## src/rtl/uart_rx_ctrl_pkg.sv

```systemverilog
// uart_rx_ctrl_pkg
// Shared types and constants for the UART RX frame controller:
//   - FSM state encoding
//   - frame bit-index constants
//   - parity type codes
//   - data / counter widths
package uart_rx_ctrl_pkg;

  localparam int DATA_WIDTH = 8;
  localparam int CNT_WIDTH  = 4;

  typedef enum logic [2:0] {
    IDLE   = 3'd0,
    START  = 3'd1,
    DATA   = 3'd2,
    PARITY = 3'd3,
    STOP   = 3'd4,
    DONE   = 3'd5
  } rx_state_e;

  typedef enum logic {
    PARITY_EVEN = 1'b0,
    PARITY_ODD  = 1'b1
  } parity_type_e;

  localparam logic [CNT_WIDTH-1:0] START_IDX      = 4'd0;
  localparam logic [CNT_WIDTH-1:0] FIRST_DATA_IDX = 4'd1;
  localparam logic [CNT_WIDTH-1:0] LAST_DATA_IDX  = 4'd8;
  localparam logic [CNT_WIDTH-1:0] PAR_IDX        = 4'd9;
  localparam logic [CNT_WIDTH-1:0] STOP_IDX_NOPAR = 4'd9;
  localparam logic [CNT_WIDTH-1:0] STOP_IDX_PAR   = 4'd10;

endpackage

```

## src/rtl/uart_rx_ctrl_if.sv

```systemverilog
// uart_rx_ctrl_if
// Bundles the sampler handshake and the checked-byte result.
//   master (controller): drives Enable, edge_count, bit_count, RX_OUT,
//                        data_valid, parity_error, stop_error;
//                        reads P_DATA, parity_bit, stop_bit.
//   slave  (sampler / consumer): the mirror image.
interface uart_rx_ctrl_if;
  import uart_rx_ctrl_pkg::*;

  logic                  Enable;
  logic [CNT_WIDTH-1:0]  edge_count;
  logic [CNT_WIDTH-1:0]  bit_count;
  logic [DATA_WIDTH-1:0] P_DATA;
  logic                  parity_bit;
  logic                  stop_bit;
  logic [DATA_WIDTH-1:0] RX_OUT;
  logic                  data_valid;
  logic                  parity_error;
  logic                  stop_error;

  modport master (
    output Enable, edge_count, bit_count, RX_OUT, data_valid, parity_error, stop_error,
    input  P_DATA, parity_bit, stop_bit
  );

  modport slave (
    input  Enable, edge_count, bit_count, RX_OUT, data_valid, parity_error, stop_error,
    output P_DATA, parity_bit, stop_bit
  );

endinterface

```

## src/rtl/rx_edge_bit_counter.sv

```systemverilog
// rx_edge_bit_counter
// Oversample edge counter and frame bit counter.
//   CLK, RST (sync, active-low), Enable (count), clear (zero both counters,
//   wins over Enable), prescale (oversampling ratio)
//   edge_count: 0..prescale-1 within the current bit
//   bit_count : index of the current frame bit
module rx_edge_bit_counter
  import uart_rx_ctrl_pkg::*;
#(
  parameter int PRESCALE_WIDTH = 5
) (
  input  logic                      CLK,
  input  logic                      RST,
  input  logic                      Enable,
  input  logic                      clear,
  input  logic [PRESCALE_WIDTH-1:0] prescale,
  output logic [CNT_WIDTH-1:0]      edge_count,
  output logic [CNT_WIDTH-1:0]      bit_count
);

  logic [CNT_WIDTH-1:0] edge_q, edge_d;
  logic [CNT_WIDTH-1:0] bit_q, bit_d;
  logic                 last_edge;

  assign last_edge = (PRESCALE_WIDTH'(edge_q) == prescale - PRESCALE_WIDTH'(1));

  always_comb begin
    edge_d = edge_q;
    bit_d  = bit_q;
    if (clear) begin
      edge_d = '0;
      bit_d  = '0;
    end else if (Enable) begin
      if (last_edge) begin
        edge_d = '0;
        bit_d  = bit_q + 1'b1;
      end else begin
        edge_d = edge_q + 1'b1;
      end
    end
  end

  always_ff @(posedge CLK) begin
    if (!RST) begin
      edge_q <= '0;
      bit_q  <= '0;
    end else begin
      edge_q <= edge_d;
      bit_q  <= bit_d;
    end
  end

  assign edge_count = edge_q;
  assign bit_count  = bit_q;

endmodule

```

## src/rtl/uart_rx_ctrl.sv

```systemverilog
// uart_rx_ctrl
// UART RX frame controller: start detection with glitch rejection, drives
// the sampler counters, checks parity/stop and delivers the byte.
//   CLK, RST (sync, active-low), RX_IN (serial line, idle high)
//   prescale (8 or 16), parity_enable, parity_type (0 even, 1 odd)
//   busy: high in every state except IDLE
//   sif (master): sampler handshake and checked-byte result
//
// state  | meaning
// IDLE   | line idle, counters held at 0
// START  | bit 0; mid-bit re-check of the line rejects glitches
// DATA   | bits 1..8
// PARITY | bit 9 when parity is enabled
// STOP   | last bit; checks evaluated on its final edge
// DONE   | single cycle, result flags visible; may start the next frame
module uart_rx_ctrl
  import uart_rx_ctrl_pkg::*;
#(
  parameter int PRESCALE_WIDTH = 5
) (
  input  logic                      CLK,
  input  logic                      RST,
  input  logic                      RX_IN,
  input  logic [PRESCALE_WIDTH-1:0] prescale,
  input  logic                      parity_enable,
  input  logic                      parity_type,
  output logic                      busy,
  uart_rx_ctrl_if.master            sif
);

  rx_state_e             state_q, state_d;
  logic                  data_valid_q, data_valid_d;
  logic                  parity_error_q, parity_error_d;
  logic                  stop_error_q, stop_error_d;
  logic [DATA_WIDTH-1:0] rx_out_q, rx_out_d;

  logic                  cnt_en, clear;
  logic [CNT_WIDTH-1:0]  edge_count, bit_count;
  logic [CNT_WIDTH-1:0]  last_idx;
  logic                  last_edge, mid_edge;
  logic                  exp_par, perr, serr;

  rx_edge_bit_counter #(.PRESCALE_WIDTH(PRESCALE_WIDTH)) u_counter (
    .CLK        (CLK),
    .RST        (RST),
    .Enable     (cnt_en),
    .clear      (clear),
    .prescale   (prescale),
    .edge_count (edge_count),
    .bit_count  (bit_count)
  );

  assign last_edge = (PRESCALE_WIDTH'(edge_count) == prescale - PRESCALE_WIDTH'(1));
  assign mid_edge  = (PRESCALE_WIDTH'(edge_count) == (prescale >> 1));
  assign last_idx  = parity_enable ? STOP_IDX_PAR : STOP_IDX_NOPAR;

  assign exp_par = (^sif.P_DATA) ^ (parity_type == PARITY_ODD);
  assign perr    = parity_enable & (sif.parity_bit != exp_par);
  assign serr    = ~sif.stop_bit;

  // The counter is also enabled on the start-detect cycle (IDLE or DONE with
  // the line low) so that cycle counts as edge 0 of bit 0.
  always_comb begin
    state_d        = state_q;
    cnt_en         = 1'b0;
    clear          = 1'b0;
    data_valid_d   = 1'b0;
    parity_error_d = 1'b0;
    stop_error_d   = 1'b0;
    rx_out_d       = rx_out_q;
    case (state_q)
      IDLE: begin
        if (!RX_IN) begin
          state_d = START;
          cnt_en  = 1'b1;
        end
      end
      START: begin
        cnt_en = 1'b1;
        if (mid_edge && RX_IN) begin
          state_d = IDLE;
          clear   = 1'b1;
        end else if (last_edge) begin
          state_d = DATA;
        end
      end
      DATA: begin
        cnt_en = 1'b1;
        if (last_edge && bit_count == LAST_DATA_IDX) begin
          state_d = parity_enable ? PARITY : STOP;
        end
      end
      PARITY: begin
        cnt_en = 1'b1;
        if (last_edge) state_d = STOP;
      end
      STOP: begin
        cnt_en = 1'b1;
        if (last_edge && bit_count == last_idx) begin
          state_d        = DONE;
          clear          = 1'b1;
          parity_error_d = perr;
          stop_error_d   = serr;
          if (!perr && !serr) begin
            data_valid_d = 1'b1;
            rx_out_d     = sif.P_DATA;
          end
        end
      end
      DONE: begin
        if (!RX_IN) begin
          state_d = START;
          cnt_en  = 1'b1;
        end else begin
          state_d = IDLE;
        end
      end
      default: begin
        state_d = IDLE;
        clear   = 1'b1;
      end
    endcase
  end

  always_ff @(posedge CLK) begin
    if (!RST) begin
      state_q        <= IDLE;
      data_valid_q   <= 1'b0;
      parity_error_q <= 1'b0;
      stop_error_q   <= 1'b0;
      rx_out_q       <= '0;
    end else begin
      state_q        <= state_d;
      data_valid_q   <= data_valid_d;
      parity_error_q <= parity_error_d;
      stop_error_q   <= stop_error_d;
      rx_out_q       <= rx_out_d;
    end
  end

  assign busy             = (state_q != IDLE);
  assign sif.Enable       = (state_q == START) || (state_q == DATA) ||
                            (state_q == PARITY) || (state_q == STOP);
  assign sif.edge_count   = edge_count;
  assign sif.bit_count    = bit_count;
  assign sif.RX_OUT       = rx_out_q;
  assign sif.data_valid   = data_valid_q;
  assign sif.parity_error = parity_error_q;
  assign sif.stop_error   = stop_error_q;

endmodule

```

## src/flat_wrapper.sv

```systemverilog
// flat-port wrapper written by rule: the top's interface ports become plain ports
module uart_rx_ctrl_flat import uart_rx_ctrl_pkg::*;
#(
  parameter int PRESCALE_WIDTH = 5
)
  (CLK, RST, RX_IN, prescale, parity_enable, parity_type, busy, sif_Enable, sif_edge_count, sif_bit_count, sif_RX_OUT, sif_data_valid, sif_parity_error, sif_stop_error, sif_P_DATA, sif_parity_bit, sif_stop_bit);
  uart_rx_ctrl_if sif_i ();
  input  logic CLK;
  input  logic RST;
  input  logic RX_IN;
  input  logic [PRESCALE_WIDTH-1:0] prescale;
  input  logic parity_enable;
  input  logic parity_type;
  output logic busy;
  output wire logic [$bits(sif_i.Enable)-1:0] sif_Enable;
  output wire logic [$bits(sif_i.edge_count)-1:0] sif_edge_count;
  output wire logic [$bits(sif_i.bit_count)-1:0] sif_bit_count;
  output wire logic [$bits(sif_i.RX_OUT)-1:0] sif_RX_OUT;
  output wire logic [$bits(sif_i.data_valid)-1:0] sif_data_valid;
  output wire logic [$bits(sif_i.parity_error)-1:0] sif_parity_error;
  output wire logic [$bits(sif_i.stop_error)-1:0] sif_stop_error;
  input wire logic [$bits(sif_i.P_DATA)-1:0] sif_P_DATA;
  input wire logic [$bits(sif_i.parity_bit)-1:0] sif_parity_bit;
  input wire logic [$bits(sif_i.stop_bit)-1:0] sif_stop_bit;
  assign sif_Enable = sif_i.Enable;
  assign sif_edge_count = sif_i.edge_count;
  assign sif_bit_count = sif_i.bit_count;
  assign sif_RX_OUT = sif_i.RX_OUT;
  assign sif_data_valid = sif_i.data_valid;
  assign sif_parity_error = sif_i.parity_error;
  assign sif_stop_error = sif_i.stop_error;
  assign sif_i.P_DATA = sif_P_DATA;
  assign sif_i.parity_bit = sif_parity_bit;
  assign sif_i.stop_bit = sif_stop_bit;
  uart_rx_ctrl #(.PRESCALE_WIDTH(PRESCALE_WIDTH)) u_core (.CLK(CLK), .RST(RST), .RX_IN(RX_IN), .prescale(prescale), .parity_enable(parity_enable), .parity_type(parity_type), .busy(busy), .sif(sif_i));
endmodule
```

## config.mk

```make
export PLATFORM = sky130hd
export DESIGN_NAME = uart_rx_ctrl_flat
export DESIGN_NICKNAME = d
export VERILOG_FILES = /design/src/rtl/uart_rx_ctrl_pkg.sv /design/src/rtl/uart_rx_ctrl_if.sv /design/src/rtl/rx_edge_bit_counter.sv /design/src/rtl/uart_rx_ctrl.sv /design/src/flat_wrapper.sv
export SDC_FILE = /design/constraint.sdc
export NUM_CORES = 1
export LEC_CHECK = 0
export CAP_MARGIN = 10
export CORE_ASPECT_RATIO = 0.6
export CORE_MARGIN = 2
export CORE_UTILIZATION = 40
export CTS_BUF_LIST = sky130_fd_sc_hd__clkbuf_16
export DETAILED_ROUTE_END_ITERATION = 16
export PLACE_DENSITY = 0.71
export SLEW_MARGIN = 40
export SYNTH_ARGS = -nofsm -noshare
export SYNTH_HDL_FRONTEND = slang
export SYNTH_SLANG_ARGS = --single-unit
```

## constraint.sdc

```tcl
create_clock -name CLK -period 5.77 [get_ports CLK]
set_input_delay 1.154 -clock CLK [delete_from_list [all_inputs] [get_ports CLK]]
set_output_delay 1.154 -clock CLK [all_outputs]
set_load 0.02 [all_outputs]
```

==> out/results.ini <==
[status]
status = finished clean

[critical_path]
cp_common_cell = a21oi_1
crit_fanout = 8
worstSetupStartpointType = input pin
rr_startpoint = u_core.state_q[2]
end_kind = flop
required_ns = 5.95
ff2ff_path_depth = 6
reg2reg_to = u_core.u_counter.bit_count[0]
cp.arrival_ns = 3.37
rrSetupSlack_ns = 3.83
cpMaxStageDelayCell = clkdlybuf4s50_1
path_cells = clkdlybuf4s50_1 -> inv_1 -> ha_1 -> nand3b_1 -> a21oi_1 -> o2111ai_1 -> nor3b_2 -> nand3_1 -> a21oi_1
slowest_delay_ns = 0.54
critPathKind = in2reg

[drt]
drt_iter0_drc = 111
ant_nets = 0
drt_wl_total_um = 3440
vias = 1301
drc = 0
via_per_inst = 5.31
dr.pass1.iters = 4
avgRoutedWirePerCell_um = 14.0

[pwr]
p_per_area_nw_per_um2 = 265
p_leak_uw = 0.000692
peakVddDrop_mv = 0.165
total_power_uw = 504

[timing]
slew_headroom = 0.695
rsz0062_at_grt = no
worstMarginPinSlew_ns = 0.455
fin_hold_ws_ns = 0.483
fin_crit_sh = 0.551
setup_viol = 0
max_clock_freq_mhz = 314
drv_slew = 0
finalHoldViolCount = 0
finalSetupTns_ns = 0
layout_min_cycle_time_ns = 3.18
skew_ns = 0.00102

[floorplanning]
top_level_ports = 41
fp-row-count = 16
coreArea_um2 = 3260
die_y_um = 49.4
die_w_um = 79.7
die_area_um2 = 3940
initial_core_util = 0.422

[hold_path]
holdPathEnd = u_core.sif.RX_OUT[0]
min_path_type = reg2reg
min_from = u_core.sif.RX_OUT[0]
whs_path_depth = 2

[final_layout]
register_area_um2 = 440
drive_above_1_share = 0.0700
final_cell_mix = clkdlybuf4s50_1 (40), dfxtp_1 (22), xnor2_1 (16), a21oi_1 (16), nor2_1 (13)
multi_input_area_um2 = 867
num-nets-final = 225
fin_util = 0.584
nFillCells = 288
diodes = 0
final_common_cell = clkdlybuf4s50_1
syn_to_final_growth_pct = 38.4

[synthesis]
ys_types = 46
synth_top_cell_area_share = 0.320
ys_warn_count = 0
synth-seq-area-share = 0.320
ys_ff_latch = 22
syn_nets = 185
synth.largest_area_cell = dfxtp_1
syn_area_um2 = 1380
synth_area_leaders = dfxtp_1 (32%), xnor2_1 (10%), a21oi_1 (5.8%)
ys.flop_type = dfxtp_1
async_flop_share = 0
synth_edf_count = 0
avgSynthCellArea_um2 = 8.55
syn_inst = 161

[clocking]
post_cts_resized = 0
clock_latency_ns = 0.25
cts_buffers = 3
clock_tree.root_cell = clkbuf_16
cts_sinks = 22
tritoncts = done
hold_buffers = 0
cts_buffer_depth = 2
htree_num_levels = 1
post-cts-setup-buffers = 0
clk_pin_slew_ns = 0.06

[global_route]
grt_overflow = 0
grt_pass1_vias = 1219
grt_max_degree = 14
grt_first_pass_wirelength_um = 5890
grt_usage = 0.191
grt_antenna_before_repair = 0

[placement]
port_buffers = 40
dp_hpwl_um = 2720
gp_congestion = 0.877

[job]
cap_violations = 0

[how the worst max path moves through the flow]
stage                      startpoint              endpoint  slack, ns  depth (start not counted)
final                     prescale[0]  u_core.sif.RX_OUT[6]       2.59                          9
after global routing      prescale[0]  u_core.sif.RX_OUT[4]       2.42                          9
after CTS                 prescale[0]  u_core.sif.RX_OUT[3]       2.60                          9
after detailed placement  prescale[0]  u_core.sif.RX_OUT[3]       2.33                          9
after global placement    prescale[0]  u_core.sif.RX_OUT[6]       2.44                          9
after floorplan           prescale[0]     u_core.state_q[1]       3.12                          8
[cells by family (layout without fill, tap and decap cells)]
family | count (synthesis) | in the layout | synth area share
AO/OA/AOI/OAI | 41 | 41 | 0.189
XOR/XNOR | 23 | 23 | 0.156
adder cells (fa/ha/maj) | 4 | 4 | 0.0364
buffers and inverters | 14 | 53 | 0.0500
flip-flops | 22 | 22 | 0.320
AND/OR/NAND/NOR | 57 | 57 | 0.248
[through the flow]
step	cell area (um2)	instances	worst slack, ns
2_1_floorplan	1380	161	3.12
3_3_place_gp	1790	240	2.44
3_5_place_dp	1790	240	2.33
4_1_cts	1900	244	2.60
5_1_grt	1900	245	2.42
6_report	1900	245	2.59
[cells in the mapped netlist, types with 2 or more instances]
cell type / count
xnor2_1: 16
nor3_1: 8
inv_1: 8
clkbuf_1: 2
o21ai_0: 3
dfxtp_1: 22
nand4_4: 2
nor3_2: 2
buf_4: 2
nor2_1: 13
o21ai_1: 7
ha_1: 4
nand2_1: 7
nand3_1: 11
xor2_1: 6
a21oi_1: 16
nand2b_1: 3
[metal layers]
metal	GRT usage	wire, um
met5	0	0
met1	0.283	1680
met2	0.272	1500
met3	0.0500	227
met4	0.0489	38
[layout make-up]
class / count / share of cell area
repair buffers: 41 / 0.213
flip-flops and latches: 22 / 0.231
clock inverters: 1 / 0.0158
inverters: 8 / 0.0158
multi-input cells: 125 / 0.455
clock buffers: 3 / 0.0394
well taps: 45 / 0.0296
[critical path: cells and delay by family]
family | cells | cell delay (ns)
compound gates | 3 | 0.59
simple gates | 3 | 0.78
fa+ha+maj | 1 | 0.24
buf+inv | 2 | 0.61
[sequential cells by signal (all words and copies together), names as in the netlist]
name / count
u_core.sif.stop_error: 1
u_core.sif.RX_OUT: 8
u_core.u_counter.bit_count: 4
u_core.u_counter.edge_count: 4
u_core.sif.data_valid: 1
u_core.sif.parity_error: 1
u_core.state_q: 3
[power by group]
part / leakage (uW) / switching [uW] / total, uW / internal, uW
combinational: 0.000463 / 70.2 / 136 / 65.5
clock: 0.0000511 / 55.7 / 193 / 138
sequential: 0.000178 / 16.1 / 175 / 159
total: 0.000692 / 142 / 504 / 362
Power figures use the tool's default switching activity.
